$ cat src/rtl/i2c_expander_sched.sv
// Sequences a byte-level I2C master for a PCA9555-style 16-bit port expander: initialises the
// inversion and DDR register pairs, polls the input pair periodically and serialises host writes.
module i2c_expander_sched #(
  parameter logic [6:0]  DEV_ADDR       = 7'h24,
  parameter logic [15:0] DDR_INIT       = 16'hDFC0,
  parameter logic [15:0] INV_INIT       = 16'h0000,
  parameter int unsigned POLL_CYCLES    = 6000000,
  parameter int unsigned TIMEOUT_CYCLES = 1000000
) (
  input  logic        clk48,
  input  logic        reset,
  input  logic        wr_req,
  input  logic [1:0]  wr_pair,
  input  logic [15:0] wr_data,
  output logic        wr_ack,
  output logic [15:0] port_in,
  output logic        port_in_valid,
  output logic        init_done,
  output logic        err,
  output logic        m_reset_n,
  output logic        m_ena,
  output logic [6:0]  m_addr,
  output logic        m_rw,
  output logic [7:0]  m_wdata,
  input  logic        m_busy,
  input  logic [7:0]  m_rdata,
  input  logic        m_ack_error
);

  localparam int unsigned PW = (POLL_CYCLES > 1) ? $clog2(POLL_CYCLES) : 1;
  localparam int unsigned TW = $clog2(TIMEOUT_CYCLES + 1);

  typedef enum logic [2:0] {StRst, StInitInv, StInitDdr, StIdle, StWr, StRd} state_e;

  state_e        state_q, state_d;
  logic [PW-1:0] timer_q, timer_d;
  logic [TW-1:0] tmo_q, tmo_d;
  logic          poll_pend_q, poll_pend_d;
  logic          busy_last_q, busy_last_d;
  logic [1:0]    b_q, b_d;
  logic [1:0]    nfall_q, nfall_d;
  logic          fail_q, fail_d;
  logic [15:0]   data_q, data_d;
  logic [7:0]    rd_lo_q, rd_lo_d;
  logic          m_ena_q, m_ena_d, m_rw_q, m_rw_d, m_reset_n_q, m_reset_n_d;
  logic [7:0]    m_wdata_q, m_wdata_d;
  logic          wr_ack_q, wr_ack_d, valid_q, valid_d, init_done_q, init_done_d, err_q, err_d;
  logic [15:0]   port_in_q, port_in_d;

  logic        rise, fall, expire, in_txn, is_rd, txn_end, txn_ok, start;
  logic [7:0]  start_ptr;
  logic [15:0] start_data;

  always_comb begin
    state_d     = state_q;
    tmo_d       = tmo_q;
    poll_pend_d = poll_pend_q;
    busy_last_d = m_busy;
    b_d         = b_q;
    nfall_d     = nfall_q;
    fail_d      = fail_q;
    data_d      = data_q;
    rd_lo_d     = rd_lo_q;
    m_ena_d     = m_ena_q;
    m_rw_d      = m_rw_q;
    m_wdata_d   = m_wdata_q;
    m_reset_n_d = 1'b1;
    wr_ack_d    = 1'b0;
    valid_d     = 1'b0;
    err_d       = 1'b0;
    init_done_d = init_done_q;
    port_in_d   = port_in_q;
    start       = 1'b0;
    start_ptr   = 8'h00;
    start_data  = 16'h0000;
    txn_end     = 1'b0;
    txn_ok      = 1'b0;

    rise    = m_busy & ~busy_last_q;
    fall    = ~m_busy & busy_last_q;
    expire  = (timer_q == PW'(POLL_CYCLES - 1));
    timer_d = expire ? '0 : timer_q + 1'b1;
    poll_pend_d = poll_pend_q | expire;

    in_txn = (state_q == StInitInv) || (state_q == StInitDdr) ||
             (state_q == StWr) || (state_q == StRd);
    is_rd  = (state_q == StRd);

    if (in_txn) begin
      tmo_d = tmo_q + 1'b1;
      if (rise) begin
        if (b_q != 2'd3) b_d = b_q + 2'd1;
        case (b_q)
          2'd0: begin
            if (is_rd) m_rw_d = 1'b1;  // repeated start into the read phase
            else m_wdata_d = data_q[7:0];
          end
          2'd1: if (!is_rd) m_wdata_d = data_q[15:8];
          2'd2: m_ena_d = 1'b0;
          default: ;
        endcase
      end
      if (fall) begin
        if (nfall_q != 2'd3) nfall_d = nfall_q + 2'd1;
        if (m_ack_error) fail_d = 1'b1;
        if (is_rd && nfall_q == 2'd1) rd_lo_d = m_rdata;
        if (!m_ena_q) begin
          txn_end = 1'b1;
          txn_ok  = ~(fail_q | m_ack_error);
        end
      end
      if (!txn_end && tmo_q == TW'(TIMEOUT_CYCLES - 1)) begin
        txn_end     = 1'b1;
        m_ena_d     = 1'b0;
        m_reset_n_d = 1'b0;  // kick the master out of whatever it is stuck in
      end
    end

    case (state_q)
      StRst: begin
        start      = 1'b1;
        start_ptr  = 8'h04;
        start_data = INV_INIT;
        state_d    = StInitInv;
      end
      StInitInv: if (txn_end) begin
        if (txn_ok) begin
          start      = 1'b1;
          start_ptr  = 8'h06;
          start_data = DDR_INIT;
          state_d    = StInitDdr;
        end else begin
          err_d   = 1'b1;
          state_d = StIdle;
        end
      end
      StInitDdr: if (txn_end) begin
        init_done_d = txn_ok;
        err_d       = ~txn_ok;
        state_d     = StIdle;
      end
      StWr: if (txn_end) begin
        wr_ack_d = 1'b1;
        err_d    = ~txn_ok;
        state_d  = StIdle;
      end
      StRd: if (txn_end) begin
        if (txn_ok) begin
          port_in_d = {m_rdata, rd_lo_q};
          valid_d   = 1'b1;
        end else begin
          err_d = 1'b1;
        end
        state_d = StIdle;
      end
      StIdle: begin
        if (!init_done_q) begin
          if (poll_pend_q || expire) begin
            poll_pend_d = 1'b0;
            start       = 1'b1;
            start_ptr   = 8'h04;
            start_data  = INV_INIT;
            state_d     = StInitInv;
          end
        end else if (wr_req && !wr_ack_q) begin
          if (wr_pair == 2'd0) begin
            wr_ack_d = 1'b1;
          end else begin
            start      = 1'b1;
            start_ptr  = {5'd0, wr_pair, 1'b0};
            start_data = wr_data;
            state_d    = StWr;
          end
        end else if (poll_pend_q || expire) begin
          poll_pend_d = 1'b0;
          start       = 1'b1;
          start_ptr   = 8'h00;
          state_d     = StRd;
        end
      end
      default: state_d = StRst;
    endcase

    if (start) begin
      m_ena_d   = 1'b1;
      m_rw_d    = 1'b0;
      m_wdata_d = start_ptr;
      data_d    = start_data;
      b_d       = 2'd0;
      nfall_d   = 2'd0;
      fail_d    = 1'b0;
      tmo_d     = '0;
    end
  end

  always_ff @(posedge clk48) begin
    if (reset) begin
      state_q     <= StRst;
      timer_q     <= '0;
      tmo_q       <= '0;
      poll_pend_q <= 1'b0;
      busy_last_q <= 1'b0;
      b_q         <= 2'd0;
      nfall_q     <= 2'd0;
      fail_q      <= 1'b0;
      data_q      <= 16'h0000;
      rd_lo_q     <= 8'h00;
      m_ena_q     <= 1'b0;
      m_rw_q      <= 1'b0;
      m_wdata_q   <= 8'h00;
      m_reset_n_q <= 1'b0;
      wr_ack_q    <= 1'b0;
      valid_q     <= 1'b0;
      init_done_q <= 1'b0;
      err_q       <= 1'b0;
      port_in_q   <= 16'h0000;
    end else begin
      state_q     <= state_d;
      timer_q     <= timer_d;
      tmo_q       <= tmo_d;
      poll_pend_q <= poll_pend_d;
      busy_last_q <= busy_last_d;
      b_q         <= b_d;
      nfall_q     <= nfall_d;
      fail_q      <= fail_d;
      data_q      <= data_d;
      rd_lo_q     <= rd_lo_d;
      m_ena_q     <= m_ena_d;
      m_rw_q      <= m_rw_d;
      m_wdata_q   <= m_wdata_d;
      m_reset_n_q <= m_reset_n_d;
      wr_ack_q    <= wr_ack_d;
      valid_q     <= valid_d;
      init_done_q <= init_done_d;
      err_q       <= err_d;
      port_in_q   <= port_in_d;
    end
  end

  assign m_addr        = DEV_ADDR;
  assign m_ena         = m_ena_q;
  assign m_rw          = m_rw_q;
  assign m_wdata       = m_wdata_q;
  assign m_reset_n     = m_reset_n_q;
  assign wr_ack        = wr_ack_q;
  assign port_in_valid = valid_q;
  assign init_done     = init_done_q;
  assign err           = err_q;
  assign port_in       = port_in_q;

endmodule

$ cat config.mk
export PLATFORM = sky130hd
export DESIGN_NAME = i2c_expander_sched
export DESIGN_NICKNAME = d
export VERILOG_FILES = /design/src/rtl/i2c_expander_sched.sv
export SDC_FILE = /design/constraint.sdc
export NUM_CORES = 1
export LEC_CHECK = 0
export CORE_ASPECT_RATIO = 1.2
export CORE_MARGIN = 5
export CORE_UTILIZATION = 45
export CTS_CLUSTER_DIAMETER = 50
export CTS_CLUSTER_SIZE = 20
export DETAILED_ROUTE_END_ITERATION = 6
export PLACE_DENSITY = 0.74
export SLEW_MARGIN = 40
export SYNTH_ARGS = -nofsm -noshare
export SYNTH_HDL_FRONTEND = slang
export SYNTH_SLANG_ARGS = --single-unit
$ cat constraint.sdc
create_clock -name clk48 -period 5.7 [get_ports clk48]
set_input_delay 1.14 -clock clk48 [delete_from_list [all_inputs] [get_ports clk48]]
set_output_delay 1.14 -clock clk48 [all_outputs]
set_load 0.1 [all_outputs]
==> metrics.md, run 1 <==
| Metric | Value |
|---|---|
| Share of flip-flops with an asynchronous set or reset after synthesis | 0 |
| CP max FO | 9 |
| Crit path setup slack, layout | 2.52 ns |
| Min cycle time layout | 3.18 ns |
| Post-detail-place hpwl | 7650 um |
| CP startpoint kind | primary input |
| CP Cell Sequence | clkdlybuf4s50_1 -> or3b_4 -> o31a_1 -> o32ai_4 -> nor2_2 -> or3_1 -> o2bb2ai_2 |
| RSZ-0062 raised after global routing | no |
| # rows | 41 |
| Max-Cap Viols | 0 |
| Critical path arrival | 3.45 ns |
| Category of the worst setup path capture point | flop |
| Standby leakage power | 2.00 nW |
| CTS H-tree depth | 3 |
| Final Routed Wirelength | 10300 um |
| Sink Count | 108 |
| Finish-stage setup viols | 0 |
| Total inserted antenna cells | 0 |
| Clock tree from TritonCTS | done |
| Layout area overhead | 16.4% |
| Count leader, synth | dfxtp_1 |
| Cts hold-fix bufs | 0 |
| Number of standard cells after synthesis | 530 |
| Worst-case setup slack after placement | 2.06 ns |
| Final cell area excluding filler cells | 5570 um2 |
| Slew Viols, Final | 0 |
| GRT Overall Usage | 0.164 |
| Remaining Overflow, GRT | 0 |
| First-pass GRT wire length | 17300 um |
| Crit path max-delay cell type | or3_1 |
| Relative slew slack | 0.557 |
| Routability cong. | 0.816 |
| Critical path class | primary input to flop |
| Setup total negative slack | 0 ns |
| Top post-synthesis cells by area | dfxtp_1 45%, nor2_1 5.7%, nand2_1 4.4% |
| Area share of the leading cell type in the synthesized netlist | 0.452 |
| Fraction of final layout cells sized beyond drive strength 1 | 0.117 |
| Number of DRC markers after the initial detailed-route iteration | 213 |
| Bufs and invs on worst path | 1 |
| Die Y-Extent | 123 um |
| Register bit total from synthesis | 108 |
| Final setup skew | 0.00982 ns |
| Final period utilization | 0.557 |
| Final hold violation count | 0 |
| Power density over the cells | 277 nW/um2 |
| Boundary Pins | 69 |
| Skew-Pair Late Insertion Delay | 0.35 ns |
| Vias after detailed routing | 3744 |
| Number of buffer cells added on primary ports | 61 |
| Fraction of the yosys area taken by sequential cells | 0.452 |
| Maximum number of pins on one net before global-route repair | 49 |
| Horizontal extent of the die | 104 um |
| Total power draw | 1.54 mW |
| Peak supply drop | 0.000163 V |
| Total core area | 10500 um2 |
| Number of detailed-routing iterations run before antenna repair | 4 |
| Resized Gates After CTS | 0 |
| Most used flip-flop cell after synthesis | dfxtp_1 |
| Tightest Hold Check Type | flop to flop |
| Number of synthesized flops with an enable pin | 0 |
| Tightest hold margin | 0.449 ns |
| Warning count from the yosys run | 0 |
| Post-synthesis instance area | 4780 um2 |
| Vias in the first global route | 3816 |
| Post-route DRC | 0 |
| Count of nets after finishing | 615 |
| Result of the run | finished, final reports clean |
| Average cell area after synthesis | 9.02 um2 |
| Number of distinct library cells after synthesis | 61 |
| Largest stage delay on the critical path | 0.56 ns |
| Critical Path RT | 5.97 ns |
| Initial antenna violation count | 0 |
| Worst Max-Slew Pin Slew | 0.665 ns |
| Maximum achievable frequency | 315 MHz |
| Crit path max-delay family | simple AND/OR/NAND/NOR gates |
| Bufs on Longest Clock Path | 2 |
| Post-CTS Setup Repair Bufs | 0 |
| Register clock-pin slew on the reported worst setup and hold paths | 0.07 ns |
| Post-synth top area cell | dfxtp_1 |
| Cell types with the highest counts after synthesis | 108 x dfxtp_1, 72 x nor2_1, 56 x nand2_1 |
| Worst-case register-to-register setup slack | 3.22 ns |
| Clock Root Buffer | clkbuf_16 |
| Average wire per cell in the routed design | 14.6 um |
| Number of buffers created by CTS | 9 |
| DIE AREA | 12800 um2 |
| Per-cell via count in the routed design | 5.28 |
| DP Area | 5260 um2 |
| Detail Route Antenna Nets | 0 |
| Initial core utilization | 0.457 |
==> layer usage <==
layer	GRT usage	up-vias	part of all wire
met4	0.0445	0	0.012
met2	0.305	44	0.53
met3	0.0392	11	0.030
met1	0.187	1774	0.43
met5	0	-	0
li1	-	1915	-
==> registers in the layout (all words and copies together) (netlist names), 2 cells and up <==
name and cells:
port_in 16, state_q 3, rd_lo_q 8, timer_q 23, data_q 16, b_q 2
nfall_q 2, tmo_q 20, m_wdata 8
==> per-stage QoR <==
stage / instances / util
3_5_place_dp: 694 / 0.502
2_1_floorplan: 535 / -
5_1_grt: 709 / 0.532
3_3_place_gp: 694 / 0.517
6_report: 709 / 0.532
4_1_cts: 709 / 0.532
==> placed cells by master, fill, tap and decap left out, types with 6 or more instances in the layout <==
| master | synthesis | routed |
|---|---|---|
| nor2b_1 | 10 | 10 |
| dfxtp_1 | 108 | 108 |
| o2bb2ai_2 | 8 | 8 |
| ha_1 | 8 | 8 |
| conb_1 | 2 | 7 |
| nor3_1 | 8 | 8 |
| a22o_1 | 6 | 6 |
| or3_1 | 9 | 9 |
| xor2_1 | 24 | 24 |
| clkdlybuf4s50_1 | 0 | 30 |
| a21oi_1 | 39 | 39 |
| nor2_1 | 72 | 72 |
| inv_1 | 7 | 7 |
| xnor2_1 | 14 | 14 |
| mux2i_1 | 15 | 15 |
| nand4_1 | 12 | 12 |
| nand3_1 | 14 | 14 |
| o2bb2ai_1 | 6 | 6 |
| buf_2 | 7 | 31 |
| clkbuf_16 | 0 | 9 |
| nand2_1 | 56 | 56 |
| o21ai_0 | 11 | 11 |
| and3_1 | 9 | 9 |
==> worst min-delay path, cell delays in order (launching register included) <==
cell     delay [ns]
dfxtp_1        0.31
nand2_1        0.05
a21oi_1        0.05
==> worst paths after layout <==
path	start	end	cells after the start
max	m_busy	data_q[7]	7
min	rd_lo_q[2]	port_in[2]	2
max reg2reg	state_q[1]	data_q[2]	5
min reg2reg	rd_lo_q[2]	port_in[2]	2
==> cell families after synthesis <==
| logic type | share of synthesized area |
|---|---|
| AND/OR/NAND/NOR | 0.242 |
| flip-flops | 0.452 |
| AO/OA/AOI/OAI | 0.139 |
| buffers and inverters | 0.0411 |
| XOR/XNOR | 0.0696 |
| multiplexers | 0.0338 |
| adder cells (fa/ha/maj) | 0.0209 |
| other | 0.00157 |
==> final cells by class <==
class	count	area (um2)
clock buffers	11	233
flip-flops and latches	108	2160
clock inverters	4	75.1
repair buffers	62	463
multi-input cells	388	2450
fillers	951	4900
well taps	129	161
inverters	7	26.3
==> where the power goes <==
part           internal, mW  leakage, nW  total, mW  switching (mW)
logic                0.0405        0.989      0.125          0.0845
registers             0.761        0.872      0.769         0.00830
clock network         0.383        0.142      0.646           0.263
Note: power is estimated with default switching activity, not from simulation.
==> inputs of run 2 (changes only) <==
==> constraint.sdc (replaced) <==
create_clock -name clk48 -period 2.95 [get_ports clk48]
set_input_delay 0.59 -clock clk48 [delete_from_list [all_inputs] [get_ports clk48]]
set_output_delay 0.59 -clock clk48 [all_outputs]
set_load 0.1 [all_outputs]
==> run 2 against run 1 <==
Compared with the run above:
- design area grew 2.9%
- first-iteration DRC count shrank 4.2%
- register-to-register slack lost 2.8 ns
- combinational power grew 100%
- setup slack lost 2.2 ns
- clock-buffer cell count shrank 2
- final cell count grew 1.8%
- sequential power grew 92%
- clock power grew 86%
- flip-flop and latch count is the same
==> metrics.md, run 2 (synthesis results as in run 1) <==
| Metric | Value |
|---|---|
| Result of the run | finished, final reports clean |
| End of the worst register-to-register path | data_q[6] |
| Relative slew slack | 0.560 |
| Setup total negative slack | 0 ns |
| Power density over the cells | 514 nW/um2 |
| Reg-to-reg startpoint | timer_q[0] |
| Register clock-pin slew on the reported worst setup and hold paths | 0.07 ns |
| Final period utilization | 0.881 |
| Count of nets after finishing | 627 |
| Post-route DRC | 0 |
| Maximum achievable frequency | 385 MHz |
| Initial core utilization | 0.457 |
| Boundary Pins | 69 |
| Total core area | 10500 um2 |
| Worst Max-Slew Pin Slew | 0.650 ns |
| CP startpoint kind | primary input |
| Slew Viols, Final | 0 |
| Min cycle time layout | 2.60 ns |
| Standby leakage power | 2.06 nW |
| Per-cell via count in the routed design | 5.31 |
| DIE AREA | 12800 um2 |
| Post-detail-place hpwl | 8090 um |
| Post-CTS Setup Repair Bufs | 0 |
| Sink Count | 108 |
| Detail Route Antenna Nets | 0 |
| GRT Overall Usage | 0.171 |
| Resized Gates After CTS | 0 |
| Vias after detailed routing | 3831 |
| Timing endpoint of the critical path | data_q[6] |
| Final hold violation count | 0 |
| Tightest hold margin | 0.458 ns |
| Largest stage delay on the critical path | 0.56 ns |
| Fraction of final layout cells sized beyond drive strength 1 | 0.140 |
| Flip-flop count of the largest register, all copies and words added | 23 |
| Final setup skew | 0.00655 ns |
| Register with the most flip-flops | timer_q |
| Cts hold-fix bufs | 0 |
| First-pass GRT wire length | 17900 um |
| Number of buffer cells added on primary ports | 61 |
| CP Cell Sequence | clkdlybuf4s50_1 -> or3b_4 -> o31a_1 -> o32ai_4 -> nor2_2 -> or3_1 -> o2bb2ai_2 |
| Skew-Pair Late Insertion Delay | 0.35 ns |
| Number of buffers created by CTS | 9 |
| Number of detailed-routing iterations run before antenna repair | 4 |
| Finish-stage setup viols | 0 |
| Critical path arrival | 2.88 ns |
| Maximum number of pins on one net before global-route repair | 38 |
| Category of the worst setup path capture point | flop |
| Worst-case register-to-register setup slack | 0.43 ns |
| Bufs on Longest Clock Path | 2 |
| Vias in the first global route | 3885 |
| Routability cong. | 0.787 |
| Tightest Hold Check Type | flop to flop |
| Clock Root Buffer | clkbuf_16 |
| Clock tree from TritonCTS | done |
| Crit path max-delay cell type | or3_1 |
| Layout area overhead | 19.8% |
| Final Routed Wirelength | 10700 um |
| # rows | 41 |
| Peak supply drop | 0.000307 V |
| CP max FO | 9 |
| Horizontal extent of the die | 104 um |
| Average wire per cell in the routed design | 14.9 um |
| Registers with the most flip-flops | timer_q: 23 flops, tmo_q: 20 flops |
| Initial antenna violation count | 0 |
| Critical path class | primary input to flop |
| Total inserted antenna cells | 0 |
| RSZ-0062 raised after global routing | no |
| Launch point of the worst path | m_busy |
| R2R depth | 7 |
| CTS H-tree depth | 3 |
| Commonest non-fill, non-tap cells in the layout | 108 x dfxtp_1, 72 x nor2_1, 56 x nand2_1 |
| Number of DRC markers after the initial detailed-route iteration | 204 |
| Remaining Overflow, GRT | 0 |
| Max-Cap Viols | 0 |
| Critical Path RT | 3.23 ns |
| Commonest non-fill, non-tap cell in the layout | dfxtp_1 |
| Die Y-Extent | 123 um |
[run 2: changes by cell type in the layout (fill, tap and decap cells not counted)]
cell / change
buf_4: +43
buf_2: -31
clkinv_4: +4
clkbuf_1: -2
bufinv_16: -1
clkinv_2: +1
clkinvlp_4: -1
[run 2: how the worst min path moves through the flow]
stage / start / cells after the start / slack (ns) / endpoint
after CTS: rd_lo_q[2] / 2 / 0.46 / port_in[2]
final: rd_lo_q[2] / 2 / 0.46 / port_in[2]
after global placement: rd_lo_q[1] / 2 / 0.44 / port_in[1]
after floorplan: timer_q[0] / 1 / 0.43 / timer_q[0]
after global routing: port_in[9] / 2 / 0.48 / port_in[9]
after detailed placement: rd_lo_q[2] / 2 / 0.45 / port_in[2]
[run 2: final cells by class]
cell class                 instances  area, um2
fill                             966       4730
multi-input combinational        388       2450
clock buffer                       9        225
timing repair buffer              74        631
sequential                       108       2160
clock inverter                     7       77.6
tap                              129        161
inverter                           7       26.3
[run 2: stage by stage]
step / setup WS [ns] / utilization / std cells / power, mW / instance area (um2)
final: 0.350 / 0.548 / 722 / 2.94 / 5730
after global placement: -0.0346 / 0.518 / 706 / 1.77 / 5420
after detailed placement: -0.142 / 0.518 / 706 / 1.77 / 5420
after CTS: 0.216 / 0.547 / 722 / 2.97 / 5730
after floorplan: 0.300 / - / 535 / 1.70 / 4800
after global routing: 0.265 / 0.548 / 722 / 3.06 / 5730
[run 2: power by group]
group | internal [mW] | switching [mW]
clock | 0.662 | 0.541
sequential | 1.47 | 0.0146
combinational | 0.0877 | 0.169
[run 2: routing by layer]
metal,wire (um),global-route usage
met1,4490,0.191
met2,5690,0.313
met3,303,0.0413
met4,256,0.0704
met5,0,0
[run 2: worst max-delay path: cells and delay by family]
family	cells	cell delay [ns]
simple gates	3	1.04
compound gates	3	0.79
buf+inv	1	0.45
==> RTL change 1 (config.mk and constraints of run 1) <==
Encoding of `state_e`: now one-hot (6 bits for 6 states).
--- a/src/rtl/i2c_expander_sched.sv
+++ b/src/rtl/i2c_expander_sched.sv
@@ -30,7 +30,7 @@
   localparam int unsigned PW = (POLL_CYCLES > 1) ? $clog2(POLL_CYCLES) : 1;
   localparam int unsigned TW = $clog2(TIMEOUT_CYCLES + 1);
 
-  typedef enum logic [2:0] {StRst, StInitInv, StInitDdr, StIdle, StWr, StRd} state_e;
+  typedef enum logic [5:0] {StRst = 6'b000001, StInitInv = 6'b000010, StInitDdr = 6'b000100, StIdle = 6'b001000, StWr = 6'b010000, StRd = 6'b100000} state_e;
 
   state_e        state_q, state_d;
   logic [PW-1:0] timer_q, timer_d;
Behaviour: same outputs for any inputs over 10 cycles, from zero or initial values and one cycle with reset high; not proved beyond that.
==> RTL change 1 against run 1 <==
Via count is 8.0% higher. Wire length is 3.7% higher. Sequential cell count is 3 higher. Setup slack better by 0.040 ns. First-iteration DRC count is 9.4% higher. Cell area is 3.3% higher. Synthesized area is 3.7% higher. Synthesized cell count is 8.1% higher. Hold slack better by 0.0062 ns. Critical path depth is 1 lower. Count of clock-buffer cells in the layout is 1 lower. Critical path type unchanged. Critical endpoint is now data_q[1].
Power is not compared: it rests on default switching activity, and its combinational part moved more than twofold at a synthesized area within 25%.
==> RTL change 1: results (changes against run 1) <==
[run_status]
outcome=finished clean

[synthesis]
synth_ff_type=dfxtp_1
synth_xor_area_share_pct=7.770  ; +0.81 points
ys_warn_count=0  ; unchanged
synth-adder-area-share_pct=2.018  ; -0.075 points
synth.distinct_cells=55  ; -9.8%
synthMuxAreaShare_pct=3.860  ; +0.48 points
ys_seq_area_share_pct=44.80  ; -0.41 points
synth_commonest_cells=dfxtp_1, nor2_1, nand2_1
synthTopCellsByArea=dfxtp_1, nor2_1, nand2_1, xor2_1, xnor2_1
synth_compound_area_share_pct=9.031  ; -4.9 points
syn_inst=573  ; +8.1%
synthArstFlopShare_pct=0  ; unchanged

[cts]
clk_latency_ns=0.35  ; about the same
cts_resized=0  ; unchanged
cts.path.max_buffers=2  ; unchanged
h-tree-depth=3  ; unchanged
postCtsSetupBuffers=0  ; unchanged
cts_inserted_buffers=9  ; unchanged
clkTransAtPathRegs_ns=0.07  ; about the same
cts_root_buf=clkbuf_16

[final_layout]
drive_gt1_share_pct=9.968  ; -1.8 points
reg_top3=timer_q x23, tmo_q x20
final_nets=656  ; +6.7%
fillCellCount=1007  ; +5.9%
diodes=0  ; unchanged

[worst_setup_path]
cp.arrival_ns=3.34  ; -0.11 ns
path_delay_family=simple AND/OR/NAND/NOR gates
crit_slowest_cell=nand3_2
path_max_fanout=39  ; +30
cpPeakStageDelay_ns=0.59  ; +0.03 ns

[detailed_routing]
vias=4045  ; +8.0%
route.met3.wl_um=455  ; +46%
wl_met2_um=5423  ; -1.5%
viasPerCell=5.365  ; +1.6%
drt_pass1_iterations=4  ; unchanged
routed.top_layer=met4
drt_iter0_markers=233  ; +9.4%
wl_met1_um=4570  ; +3.8%
routedWlPerCell_um=14.23  ; -2.5%

[global_route]
grt_pass1_vias=3871  ; +1.4%
grt_max_degree=46  ; -6.1%
grt_pass1_wl_um=18090  ; +4.5%
antenna_found_initial=0  ; unchanged
grt_usage_pct=16.53  ; +0.17 points

[min_path]
hold_class=reg -> reg

[pwr]
intPower_uw=1243
ir_worst_vdd_mv=0.1574
p_leak_uw=0.002060

[sta]
setup_tns_ns=0  ; unchanged
relSlewSlack_pct=48.49  ; -7.2 points
fin_worst_skew_ns=0.005524  ; -0.004298 ns

[placement]
placed_cells=737  ; +6.2%
gp_routability_congestion=0.8285  ; +1.6%
port_buffers=61  ; unchanged
place_area_um2=5425  ; +3.2%
post-dp-hpwl_um=7752  ; +1.3%

## RTL change 1: layout make-up
| type | count | area (um^2) | share of cell area [%] |
|---|---|---|---|
| inverter | 13 | 48.80 | 0.8484 |
| timing repair buffer | 64 | 478.0 | 8.310 |
| clock buffer | 10 | 229.0 | 3.981 |
| tap | 132 | 165.2 | 2.871 |
| sequential | 111 | 2222 | 38.63 |
| clock inverter | 6 | 83.83 | 1.457 |
| multi-input combinational | 418 | 2525 | 43.90 |
## RTL change 1: cell families after synthesis
group,Yosys count
AOI/OAI and AO/OA,71
muxes,19
other,2
DFF,111
buffers and inverters,49
adders and majority gates,8
and+or+nand+nor,269
xor gates and xnor gates,44
## RTL change 1: path summary, 6_finish.rpt
check	start	endpoint	slack (ns)	depth (start not counted)
max	m_busy	data_q[1]	2.56	6
min	port_in[8]	port_in[8]	0.45	2
max reg2reg	state_q[4]	data_q[1]	2.95	5
min reg2reg	port_in[8]	port_in[8]	0.45	2
## RTL change 1: through the flow
step	worst slack, ns	power, uW	utilization [%]
2_1_floorplan	2.848	1029	-
6_report	2.563	1722	52.62
4_1_cts	2.255	1733	52.50
5_1_grt	2.333	1784	52.62
3_5_place_dp	1.880	1075	49.63
3_3_place_gp	2.048	1078	50.97
## RTL change 1: worst register-to-register path, delay by kind of cell (launching register included)
family	cells	cell delay [ns]
and+or+nand+nor	3	1.68
AOI/OAI and AO/OA	2	0.49
DFF	1	0.43
## RTL change 1: power by group through the flow
stage          clock network [uW]  registers (uW)  logic (uW)
2_1_floorplan                   0             858         171
3_5_place_dp                    0             826         249
3_3_place_gp                    0             826         252
4_1_cts                       675             808         250
6_report                      662             809         251
5_1_grt                       701             812         270
## RTL change 1: layer usage
| metal | up-vias | global-route usage (%) |
|---|---|---|
| li1 | 2032 | - |
| met1 | 1904 | 19.79 |
| met2 | 87 | 28.23 |
| met3 | 22 | 2.990 |
| met4 | 0 | 8.460 |
| met5 | - | 0 |
==> RTL change 2 (flow settings as in run 1) <==
Without the edit above. Set the parameter `POLL_CYCLES` to 24000000 (it was 6000000).
--- a/src/rtl/i2c_expander_sched.sv
+++ b/src/rtl/i2c_expander_sched.sv
@@ -4,7 +4,7 @@
   parameter logic [6:0]  DEV_ADDR       = 7'h24,
   parameter logic [15:0] DDR_INIT       = 16'hDFC0,
   parameter logic [15:0] INV_INIT       = 16'h0000,
-  parameter int unsigned POLL_CYCLES    = 6000000,
+  parameter int unsigned POLL_CYCLES    = 24000000,
   parameter int unsigned TIMEOUT_CYCLES = 1000000
 ) (
   input  logic        clk48,
Formal check against the unedited RTL: no difference found for any inputs over 10 cycles, from zero or initial values and one cycle with reset high; that may be too few to reach the edited logic, so the function may still have changed.
==> RTL change 2 against run 1 <==
Total power is 1.5% higher. Cell area is 2.4% higher. Sequential power up 2.7%. Combinational power up 31%. Wire length rose by 2.7%. Highest routed layer unchanged. First-iteration DRC count shrank 16%. Critical endpoint is now data_q[2]. Synthesized area increased by 3.9%. Hold slack gained 0.0062 ns. Sequential share of layout area decreased by 0.20 points. Sequential cell count is 2 higher. Setup slack better by 0.032 ns. Largest cell class unchanged.
==> RTL change 2: results (changes against run 1) <==
[pwr]
seqPwrFrac_pct=50.6  ; +0.7 points
p_switching_uw=428.2  ; +20%
p_leak_uw=0.001975  ; -1.4%

[sta]
fin_worst_skew_ns=0.008129  ; -0.001693 ns
holdWs_ns=0.4548  ; +0.006162 ns
worstMarginPinSlew_ns=0.6938  ; +0.02861 ns
max_freq_ghz=0.3179  ; +1.0%

[min_path]
min_to=port_in[13]

[placement]
gp_routability_congestion=0.7793  ; -4.5%
dp_slack_ns=2.200  ; +0.1388 ns
placed_cells=726  ; +4.6%
post-dp-hpwl_um=7664  ; +0.16%

[global_route]
grt_pass1_wl_um=18390  ; +6.2%
use_met2_pct=29.43  ; -1.1 points
use_met1_pct=20.52  ; +1.8 points
grt_pass1_vias=3852  ; +0.94%
grt_usage_pct=16.63  ; +0.28 points
use_met3_pct=2.577  ; -1.3 points

[final_layout]
multi_input_area_share_pct=44.07  ; +0.12 points
final-clk-cell-share_pct=5.070  ; -0.46 points
sh_seq_area_pct=38.63  ; -0.20 points
multi_input_cells=403  ; +3.9%
post-route-util_pct=52.15  ; -1.1 points
inverters=19  ; +12

[synthesis]
syn_inst=565  ; +6.6%
synth_commonest_cells=dfxtp_1, nor2_1, nand2_1
synth.distinct_cells=62  ; +1.6%
synth_seq_cells=110  ; +1.9%

[worst_setup_path]
r2r-start=timer_q[0]
path_max_fanout=39  ; +30
cp.arrival_ns=3.37  ; -0.08 ns
path_delay_family=buffers and inverters
cpPeakStageDelay_ns=0.47  ; -0.09 ns

[detailed_routing]
route.met3.wl_um=327  ; +4.8%
wl_met2_um=5533  ; +0.49%

[run_status]
outcome=finished clean

RTL change 2: changes by cell type after synthesis, sizes merged, moves of 3 or more:
cell	delta
nor4	+3
inv	+12
and3	-4
xnor2	+12
xor2	-10
nor3	+7
or3	-5
o2bb2ai	-15
a21oi	+6
a22o	-6
nand3	+9
nand2	+5
a211oi	+7
buf	+4
RTL change 2: kinds of logic (layout without fill, tap and decap cells):
| group | count (synthesis) | after routing | synth area share (%) |
|---|---|---|---|
| AO/OA/AOI/OAI | 82 | 82 | 10.03 |
| AND/OR/NAND/NOR | 248 | 248 | 27.08 |
| XOR/XNOR | 40 | 40 | 7.053 |
| adder cells (fa/ha/maj) | 8 | 8 | 2.015 |
| buffers and inverters | 57 | 97 | 5.642 |
| other | 2 | 7 | 0.1512 |
| flip-flops | 110 | 110 | 44.33 |
| multiplexers | 18 | 18 | 3.703 |
